File: src/rtl/auth_pkg.sv
// ============================================================================
// auth_pkg : shared types and helpers for the authentication sequencer
// Revision : 1.0
// ============================================================================
`default_nettype none

package auth_pkg;

  typedef enum logic [1:0] {
    UNSET  = 2'd0,
    ARMED  = 2'd1,
    CHECK  = 2'd2,
    LOCKED = 2'd3
  } state_t;

  localparam int DEFAULT_CODE_W = 8;

  function automatic int fail_w(input int max_fails);
    return $clog2(max_fails + 1);
  endfunction

endpackage

`default_nettype wire

File: src/rtl/auth_compare.sv
// ============================================================================
// auth_compare : combinational XNOR-reduce equality of two codes
// Revision     : 1.0
// ============================================================================
`default_nettype none

module auth_compare #(
  parameter int CODE_W = auth_pkg::DEFAULT_CODE_W
) (
  input  logic [CODE_W-1:0] a,
  input  logic [CODE_W-1:0] b,
  output logic              eq
);

  assign eq = &(a ~^ b);

endmodule

`default_nettype wire

File: src/rtl/auth_sequencer.sv
// ============================================================================
// auth_sequencer : set/guess code sequencer with failure count and lockout
// Revision       : 1.0
// ============================================================================
`default_nettype none

module auth_sequencer
  import auth_pkg::*;
#(
  parameter int CODE_W      = DEFAULT_CODE_W,
  parameter int MAX_FAILS   = 3,
  parameter int LOCK_CYCLES = 16
) (
  input  logic                         clk,
  input  logic                         rst_n,
  input  logic                         set_valid,
  input  logic [CODE_W-1:0]            set_code,
  input  logic                         guess_valid,
  input  logic [CODE_W-1:0]            guess_code,
  output logic                         ready,
  output logic                         matched,
  output logic                         unmatched,
  output logic                         locked,
  output logic [fail_w(MAX_FAILS)-1:0] fail_count
);

  localparam int FAIL_W  = fail_w(MAX_FAILS);
  localparam int TIMER_W = $clog2(LOCK_CYCLES + 1);
  localparam logic [FAIL_W-1:0]  MAX_F     = FAIL_W'(MAX_FAILS);
  localparam logic [TIMER_W-1:0] LOCK_LOAD = TIMER_W'(LOCK_CYCLES - 1);

  state_t              state, state_nxt;
  logic [CODE_W-1:0]   code, code_nxt;
  logic [CODE_W-1:0]   guess, guess_nxt;
  logic [FAIL_W-1:0]   fail_nxt, fail_inc;
  logic [TIMER_W-1:0]  timer, timer_nxt;
  logic                matched_nxt, unmatched_nxt;
  logic                eq;

  auth_compare #(.CODE_W(CODE_W)) u_compare (
    .a  (code),
    .b  (guess),
    .eq (eq)
  );

  assign ready  = (state == ARMED);
  assign locked = (state == LOCKED);

  // Saturating increment: the count can never pass MAX_FAILS.
  assign fail_inc = (fail_count >= MAX_F) ? MAX_F : fail_count + FAIL_W'(1);

  always_ff @(posedge clk or negedge rst_n) begin
    if (!rst_n) begin
      state      <= UNSET;
      code       <= '0;
      guess      <= '0;
      fail_count <= '0;
      timer      <= '0;
      matched    <= 1'b0;
      unmatched  <= 1'b0;
    end else begin
      state      <= state_nxt;
      code       <= code_nxt;
      guess      <= guess_nxt;
      fail_count <= fail_nxt;
      timer      <= timer_nxt;
      matched    <= matched_nxt;
      unmatched  <= unmatched_nxt;
    end
  end

  always_comb begin
    state_nxt     = state;
    code_nxt      = code;
    guess_nxt     = guess;
    fail_nxt      = fail_count;
    timer_nxt     = timer;
    matched_nxt   = 1'b0;
    unmatched_nxt = 1'b0;
    case (state)
      UNSET: begin
        if (set_valid) begin
          code_nxt  = set_code;
          state_nxt = ARMED;
        end
      end
      ARMED: begin
        // A set request takes priority and silently drops a same-cycle guess.
        if (set_valid) begin
          code_nxt = set_code;
          fail_nxt = '0;
        end else if (guess_valid) begin
          guess_nxt = guess_code;
          state_nxt = CHECK;
        end
      end
      CHECK: begin
        if (eq) begin
          matched_nxt = 1'b1;
          fail_nxt    = '0;
          state_nxt   = ARMED;
        end else begin
          unmatched_nxt = 1'b1;
          fail_nxt      = fail_inc;
          if (fail_inc == MAX_F) begin
            state_nxt = LOCKED;
            timer_nxt = LOCK_LOAD;
          end else begin
            state_nxt = ARMED;
          end
        end
      end
      LOCKED: begin
        if (timer == '0) begin
          state_nxt = ARMED;
          fail_nxt  = '0;
        end else begin
          timer_nxt = timer - TIMER_W'(1);
        end
      end
      default: state_nxt = UNSET;
    endcase
  end

endmodule

`default_nettype wire

File: config.mk
export PLATFORM = sky130hd
export DESIGN_NAME = auth_sequencer
export DESIGN_NICKNAME = d
export VERILOG_FILES = /design/src/rtl/auth_pkg.sv /design/src/rtl/auth_compare.sv /design/src/rtl/auth_sequencer.sv
export SDC_FILE = /design/constraint.sdc
export NUM_CORES = 1
export LEC_CHECK = 0
export ABC_AREA = 1
export CORE_MARGIN = 4
export CORE_UTILIZATION = 45
export DETAILED_ROUTE_END_ITERATION = 6
export PLACE_DENSITY_LB_ADDON = 0.05
export REMOVE_ABC_BUFFERS = 1
export SYNTH_ARGS = -nofsm -noshare
export SYNTH_HDL_FRONTEND = slang
export SYNTH_SLANG_ARGS = --single-unit
File: constraint.sdc
create_clock -name clk -period 4.01 [get_ports clk]
set_input_delay 0.401 -clock clk [delete_from_list [all_inputs] [get_ports clk]]
set_output_delay 0.401 -clock clk [all_outputs]
set_load 0.02 [all_outputs]
==> results.json, run 1 <==
{
  "outcome": "finished, final reports clean",
  "required_ns": 3.61,
  "cp_num_buf_inv": 2,
  "grt_setup_unrepaired": "false",
  "worst_pin_slew_ns": 1.09,
  "setup_viol": 0,
  "row_count": 20,
  "finClkSkew_ns": 0.00171,
  "start_util_pct": 46.4,
  "finalCriticalPeriod_ns": 2.10,
  "nFillCells": 287,
  "grt_pass1_wl_mm": 4.65,
  "critPathTopFamily": "buffers and inverters",
  "relSlewSlack_pct": 27.3,
  "min_path_type": "flop to flop",
  "syn_area_um2": 1400,
  "layout.nets": 209,
  "peakVddDrop_uv": 334,
  "area_delta_synth_final_pct": 23.0,
  "pre_cts_ws_ns": 2.04,
  "crit_path_start_kind": "flop",
  "clkLatencyLatePin_ns": 0.31,
  "setup_ws_ns": 1.91,
  "antenna_found_initial": 0,
  "ant_nets": 0,
  "ys_seq_area_share_pct": 48.1,
  "core_um2": 3030,
  "crit_path_max_fanout": 4,
  "hold_viol": 0,
  "num_vias": 1036,
  "cts_tree": "built",
  "clkTransAtPathRegs_ns": 0.13,
  "post-cts-setup-buffers": 0,
  "grtUsageTotal_pct": 14.2,
  "wl_per_cell_um": 11.8,
  "wirelength_mm": 2.68,
  "multiInputGateArea_um2": 626,
  "yosysWarningCount": 0,
  "slew_viol_final": 0,
  "hpwl_mm": 2.10,
  "slowest_delay_ns": 0.63,
  "crit_type": "flop to output port",
  "die-height_um": 63.9,
  "yosysUniqueCellTypes": 22,
  "initialDrtViolationCount": 35,
  "grt_pass1_vias": 1107,
  "fin_setup_tns_ns": 0,
  "diodes": 0,
  "cts-resized-gates": 0,
  "avgSynthCellArea_um2": 9.06,
  "clk_path_buf_depth": 2,
  "place.gp.congestion": 0.775,
  "cp.arrival_ns": 1.70,
  "route.detailed.drc": 0,
  "ys_seq_elements": 27,
  "cp_slowest_cell": "clkdlybuf4s50_1",
  "seq_area_um2": 676,
  "viasPerCell": 4.56,
  "syn_inst": 155,
  "hold_slack_ns": 0.500,
  "first_pass_iters": 4,
  "clock-root-buffer": "clkbuf_4",
  "cts.sinks": 27,
  "max-cap-violations": 0,
  "die_area_um2": 4080,
  "io_buffers": 25,
  "worstSetupEndpointType": "output port",
  "crit_chain": "inv_1 > ha_1 > clkdlybuf4s50_1",
  "drive_above_1_share_pct": 13.1,
  "grt_max_degree": 25,
  "powerDensity_nw_per_um2": 692,
  "p_leak_nw": 0.859,
  "grt-ovfl-total": 0,
  "io_pins": 26,
  "numCtsBuffers": 3,
  "fmax_mhz": 476,
  "postCtsHoldBufs": 0,
  "layout_worst_path_cycle_share_pct": 52.4,
  "die_x_um": 63.9,
  "htree_num_levels": 1
}
tightest hold or removal path: cells and delay by family (launching register included):
| kind | cells | cell delay (ns) |
|---|---|---|
| simple gates | 2 | 0.10 |
| flops | 1 | 0.37 |
power by group:
group / internal [W] / total, W / switching, W / leakage, nW
clock: 0.0000388 / 0.000113 / 0.0000740 / 0.0150
sequential: 0.000399 / 0.000489 / 0.0000902 / 0.323
combinational: 0.000282 / 0.000593 / 0.000311 / 0.521
total: 0.000720 / 0.00120 / 0.000475 / 0.859
final timing paths:
kind | start | slack, ns | depth (start not counted) | endpoint
setup / recovery | state[1] | 1.91 | 3 | ready
hold / removal | timer[1] | 0.50 | 2 | timer[1]
setup reg to reg | state[1] | 2.06 | 4 | code[6]
hold reg to reg | timer[1] | 0.50 | 2 | timer[1]
max in group asynchronous | rst_n | 2.69 | 2 | timer[2]
min in group asynchronous | rst_n | 0.66 | 1 | code[2]
final cells by class:
type / instances / share of cell area (%)
sequential: 27 / 39.1
multi-input combinational: 103 / 36.2
timing repair buffer: 26 / 14.9
inverter: 23 / 5.00
tap: 44 / 3.19
clock buffer: 4 / 1.52
metrics by stage:
step	cells	area, um^2	total power, W	util (%)
floorplan	153	1390	0.000928	-
global placement	223	1700	0.00107	56.2
detailed placement	223	1700	0.00110	56.2
CTS	227	1730	0.00121	57.0
global route	227	1730	0.00131	57.0
finish	227	1730	0.00120	57.0
cell families after synthesis:
group / share of synthesized area, %
simple gates: 20.2
flops: 48.1
buf+inv: 7.31
compound gates: 7.67
mux: 9.09
xor+xnor: 3.12
fa+ha+maj: 4.46
cell usage after synthesis:
library cell	count	area, um^2
a21oi_1	8	40.0
a22oi_1	1	7.51
a22oi_4	1	21.3
buf_2	1	5.00
buf_6	1	11.3
dfrtp_1	27	676
ha_1	5	62.6
inv_1	21	78.8
inv_2	2	7.51
mux2_2	6	67.6
mux2_4	4	60.1
nand2_1	39	146
nand2_2	2	12.5
nand2_4	2	22.5
nand3_1	9	45.0
nor2_1	12	45.0
nor2_2	1	6.26
o21ai_0	4	20.0
o21ai_1	2	10.0
o21ai_2	1	8.76
or2_2	1	6.26
xnor2_1	5	43.8
registers in the layout, summed over array words and instances (netlist names):
signal,cells
fail_count,2
guess,8
matched,1
code,8
timer,5
unmatched,1
state,2
layout by cell type (no fill, tap or decap):
| master | Yosys | layout |
|---|---|---|
| a21oi_1 | 8 | 8 |
| nor2_2 | 1 | 1 |
| a22oi_1 | 1 | 1 |
| clkdlybuf4s50_1 | 0 | 25 |
| o21ai_2 | 1 | 1 |
| nand2_2 | 2 | 2 |
| xnor2_1 | 5 | 5 |
| a22oi_4 | 1 | 1 |
| nor2_1 | 12 | 12 |
| ha_1 | 5 | 5 |
| nand3_1 | 9 | 9 |
| nand2_4 | 2 | 2 |
| dfrtp_1 | 27 | 27 |
| inv_2 | 2 | 2 |
| clkbuf_1 | 0 | 1 |
| o21ai_1 | 2 | 2 |
| inv_1 | 21 | 21 |
| buf_4 | 0 | 1 |
| mux2_4 | 4 | 4 |
| nand2_1 | 39 | 39 |
| mux2_2 | 6 | 6 |
| clkbuf_4 | 0 | 3 |
| o21ai_0 | 4 | 4 |
| or2_2 | 1 | 1 |
metal layers:
metal	part of all wire, %	global-route usage [%]
met4	0.56	4.04
met5	0	0
met3	3.2	2.28
met2	50	25.7
met1	46	17.2
Power figures use the tool's default switching activity.
==> run 2, diff against run 1 <==
clock period = 1.9 ns   (was 4.01 ns; I/O delays follow)
==> run 2 against run 1 <==
  * Critical path depth rose by 3
  * Worst hold slack worse by 0.29 ns
  * Clock power rose by 120%
  * Cell count increased by 0.44%
==> results.json, run 2 (same netlist as run 1, synthesis figures left out) <==
{
  "diodes": 0,
  "relSlewSlack_pct": 67.5,
  "finalCriticalPeriod_ns": 1.72,
  "clk_path_buf_depth": 2,
  "viasPerCell": 4.54,
  "clock-root-buffer": "clkbuf_4",
  "crit_path_max_fanout": 11,
  "io_buffers": 25,
  "critPathTopFamily": "flip-flops",
  "worstSetupEndpointType": "flop",
  "multiInputGateArea_um2": 626,
  "area_delta_synth_final_pct": 23.4,
  "route.detailed.drc": 0,
  "pre_cts_ws_ns": 0.192,
  "hold_viol": 0,
  "grt_setup_unrepaired": "false",
  "setup.worst_path.start": "state[1]",
  "seq_area_um2": 676,
  "cp_num_buf_inv": 2,
  "slew_viol_final": 0,
  "crit_chain": "inv_1 > ha_1 > inv_2 > nor2_2 > nand2_1 > mux2_4",
  "grt-ovfl-total": 0,
  "reg2reg_from": "state[1]",
  "grt_max_degree": 28,
  "worst_pin_slew_ns": 0.486,
  "fmax_mhz": 582,
  "layout.nets": 210,
  "outcome": "finished, final reports clean",
  "post-route-util_pct": 57.2,
  "fin_setup_tns_ns": 0,
  "final_cell_mix": "nand2_1 (39), dfrtp_1 (27), clkdlybuf4s50_1 (23)",
  "top_regs": "code x8, guess x8, timer x5",
  "final_common_cell": "nand2_1",
  "io_pins": 26,
  "peakVddDrop_uv": 715,
  "cts.sinks": 27,
  "p_leak_nw": 0.872,
  "clkTransAtPathRegs_ns": 0.15,
  "first_pass_iters": 4,
  "grtUsageTotal_pct": 14.2,
  "cts_tree": "built",
  "clkLatencyLatePin_ns": 0.32,
  "start_util_pct": 46.4,
  "wirelength_mm": 2.61,
  "core_um2": 3030,
  "numCtsBuffers": 3,
  "num_vias": 1036,
  "grt_pass1_vias": 1091,
  "cp_slowest_cell": "dfrtp_1",
  "min_path_type": "primary input to asynchronous set/reset pin",
  "slowest_delay_ns": 0.43,
  "drive_above_1_share_pct": 14.1,
  "hpwl_mm": 2.02,
  "setup_viol": 0,
  "row_count": 20,
  "crit_path_start_kind": "flop",
  "crit_type": "flop to flop",
  "die_area_um2": 4080,
  "initialDrtViolationCount": 24,
  "htree_num_levels": 1,
  "nFillCells": 281,
  "die-height_um": 63.9,
  "max-cap-violations": 0,
  "wl_per_cell_um": 11.4,
  "layout_worst_path_cycle_share_pct": 90.5,
  "ant_nets": 0,
  "setup_ws_ns": 0.181,
  "die_x_um": 63.9,
  "cp.arrival_ns": 1.93,
  "finClkSkew_ns": 0.0145,
  "antenna_found_initial": 0,
  "place.gp.congestion": 0.860,
  "grt_pass1_wl_mm": 4.71,
  "powerDensity_nw_per_um2": 1450,
  "required_ns": 2.12
}
run 2: cell count changes in the layout (fill, tap and decap cells not counted):
cell,change
buf_4,+1
clkbuf_1,-1
clkdlybuf4s50_1,-2
clkinv_2,+1
dlygate4sd2_1,+2
run 2: layer usage:
| layer | vias to the layer above | track usage (%) | share of wire, % |
|---|---|---|---|
| met1 | 480 | 17.9 | 45 |
| met2 | 12 | 24.4 | 51 |
| met5 | - | 0 | 0 |
| met3 | 2 | 2.99 | 3.7 |
| li1 | 542 | - | - |
| met4 | 0 | 4.04 | 0.58 |
run 2: worst reg2reg max path, cell delays in order (launching register included):
cell     delay [ns]
dfrtp_1        0.43
inv_1          0.09
ha_1           0.21
inv_2          0.07
nor2_2         0.10
nand2_1        0.30
mux2_4         0.40
run 2: final timing paths:
path | end | slack (ns) | cells after the start
max | guess[3] | 0.18 | 6
min | code[5] | 0.21 | 2
max reg2reg | guess[3] | 0.18 | 6
min reg2reg | timer[1] | 0.51 | 2
max in group asynchronous | fail_count[0] | 1.42 | 2
min in group clk | guess[5] | 0.41 | 3
run 2: per-stage QoR:
| step | std cells | area (um^2) | hold slack [ns] | power, W |
|---|---|---|---|---|
| 2_1_floorplan | 153 | 1390 | -0.106 | 0.00196 |
| 4_1_cts | 228 | 1730 | 0.215 | 0.00256 |
| 3_3_place_gp | 224 | 1710 | 0.463 | 0.00227 |
| 3_5_place_dp | 224 | 1710 | 0.467 | 0.00232 |
| 6_report | 228 | 1730 | 0.211 | 0.00252 |
| 5_1_grt | 228 | 1730 | 0.235 | 0.00277 |
run 2: timing repair:
action	in CTS	in global routing
hold buffers	0	0
endpoints found under the setup margin	2	0
resized for setup	2	0
setup buffers	0	0
run 2: layout make-up:
class | count | share of cell area [%]
clock inverter | 1 | 0.289
tap | 44 | 3.18
clock buffer | 3 | 1.30
multi-input combinational | 103 | 36.1
inverter | 23 | 4.98
sequential | 27 | 39.0
timing repair buffer | 27 | 15.2
run 2: power by group:
group	internal [W]	switching (W)	total (W)
clock network	0.0000788	0.000170	0.000249
logic	0.000592	0.000651	0.00124
registers	0.000841	0.000185	0.00103
==> run 3, diff against run 2 <==
CORE_MARGIN = 2   (was 4)
DONT_BUFFER_PORTS = 1   (was unset)
==> run 3 against run 2 <==
  * Power is 2.3% lower
  * Final area down 5.0%
  * Routed wire length rose by 0.73%
  * Die area decreased by 12%
  * Clock skew fell by 0.0084 ns
  * Clock power barely moved
  * Clock-buffer cell count unchanged
  * Critical endpoint is now code[6]
==> results.json, run 3 (same netlist as run 1, synthesis figures left out) <==
{
  "die_area_um2": 3580,
  "seqPwrFrac_pct": 43.5,
  "grt-ovfl-total": 0,
  "worst_pin_slew_ns": 0.400,
  "grt_setup_unrepaired": "false",
  "powerDensity_nw_per_um2": 1490,
  "initialDrtViolationCount": 27,
  "first_pass_iters": 4,
  "cp_slowest_cell": "dfrtp_1",
  "critPathTopFamily": "buffers and inverters",
  "antenna_found_initial": 0,
  "cts-resized-gates": 0,
  "peakVddDrop_uv": 673,
  "ant_nets": 0,
  "post-cts-setup-buffers": 0,
  "setup_ws_ns": 0.272,
  "hold_depth": 2,
  "fmax_mhz": 614,
  "cts.sinks": 27,
  "grt_max_degree": 28,
  "clkTransAtPathRegs_ns": 0.15,
  "viasPerCell": 4.87,
  "finClkSkew_ns": 0.00616,
  "clock-root-buffer": "clkbuf_4",
  "crit_top_cell": "buf_4",
  "combPwrFrac_pct": 46.3,
  "area_delta_synth_final_pct": 17.3,
  "htree_num_levels": 1,
  "min_path_type": "primary input to flop",
  "num_vias": 1018,
  "final_common_cell": "nand2_1",
  "layout_worst_path_cycle_share_pct": 85.7,
  "place.gp.congestion": 0.846,
  "crit_path_start_kind": "flop",
  "diodes": 0,
  "nFillCells": 290,
  "grt_pass1_vias": 1069,
  "io_buffers": 0,
  "hpwl_mm": 1.90,
  "clk_path_buf_depth": 2,
  "p_sw_share_pct": 40.7,
  "hold_slack_ns": 0.0207,
  "start_util_pct": 46.7,
  "io_pins": 26,
  "final_cell_mix": "nand2_1 (39), dfrtp_1 (27), inv_1 (21)",
  "relSlewSlack_pct": 73.3,
  "layout.nets": 202,
  "grt_pass1_wl_mm": 4.61,
  "top_regs": "code x8, guess x8, timer x5",
  "die-height_um": 59.9,
  "fin_setup_tns_ns": 0,
  "drive_above_1_share_pct": 16.5,
  "die_x_um": 59.9,
  "cp.arrival_ns": 1.86,
  "cp_num_cells": 6,
  "slowest_delay_ns": 0.42,
  "crit_chain": "inv_1 > ha_1 > buf_4 > o21ai_1 > buf_4 > mux2_2",
  "row_count": 20,
  "setup_viol": 0,
  "crit_type": "flop to flop",
  "wl_per_cell_um": 12.6,
  "grtUsageTotal_pct": 17.3,
  "crit_path_max_fanout": 11,
  "clkLatencyLatePin_ns": 0.32,
  "cts_tree": "built",
  "route.detailed.drc": 0,
  "outcome": "finished, final reports clean",
  "p_int_w": 0.00146,
  "slew_viol_final": 0,
  "cp_num_buf_inv": 3,
  "p_sw_w": 0.00100,
  "hold_viol": 0,
  "wirelength_mm": 2.63,
  "required_ns": 2.13,
  "worstSetupEndpointType": "flop",
  "pre_cts_ws_ns": 0.275,
  "ff2ff_path_depth": 6,
  "pwr-share-clk_pct": 10.2,
  "core_um2": 3000,
  "max-cap-violations": 0,
  "dp_cells": 190,
  "final_cells": 209,
  "finalCriticalPeriod_ns": 1.63,
  "numCtsBuffers": 3,
  "p_leak_nw": 0.847,
  "post-route-util_pct": 54.8
}
## run 3: per-layer routing
metal	GRT usage (%)	part of all wire (%)	vias to the layer above
met4	6.35	0.72	0
met5	0	0	-
met2	30.7	53	14
met3	3.46	3.8	2
li1	-	-	525
met1	20.5	43	477
## run 3: through the flow
stage,area [um^2],total power [W]
2_1_floorplan,1390,0.00196
3_3_place_gp,1460,0.00216
3_5_place_dp,1460,0.00220
4_1_cts,1640,0.00250
5_1_grt,1650,0.00272
6_report,1650,0.00246
## run 3: power by group through the flow
stage,clock (W),combinational [W],sequential [W]
after detailed placement,0,0.00112,0.00109
after global routing,0.000293,0.00132,0.00111
after CTS,0.000267,0.00116,0.00107
final,0.000252,0.00114,0.00107
after floorplan,0,0.000927,0.00103
after global placement,0,0.00109,0.00108
## run 3: area by class of cell
type	count	area [um^2]	share of cell area [%]
multi-input cells	103	626	38.0
repair buffers	19	190	11.6
inverters	23	86.3	5.24
clock inverters	1	5.00	0.304
clock buffers	3	22.5	1.37
well taps	33	41.3	2.51
flip-flops and latches	27	676	41.0
## run 3: worst paths after layout
kind,start,to,slack [ns]
worst max-delay path,state[1],code[6],0.27
worst min-delay path,guess_code[1],guess[1],0.02
worst max register to register,state[1],code[6],0.27
worst min register to register,timer[1],timer[1],0.50
max in group asynchronous,rst_n,unmatched,1.46
min in group asynchronous,rst_n,guess[5],0.28
## run 3: what timing repair did
item	4_1_cts	5_1_grt
endpoints found under the hold margin	39	1
endpoints found under the setup margin	0	0
hold buffers	14	1
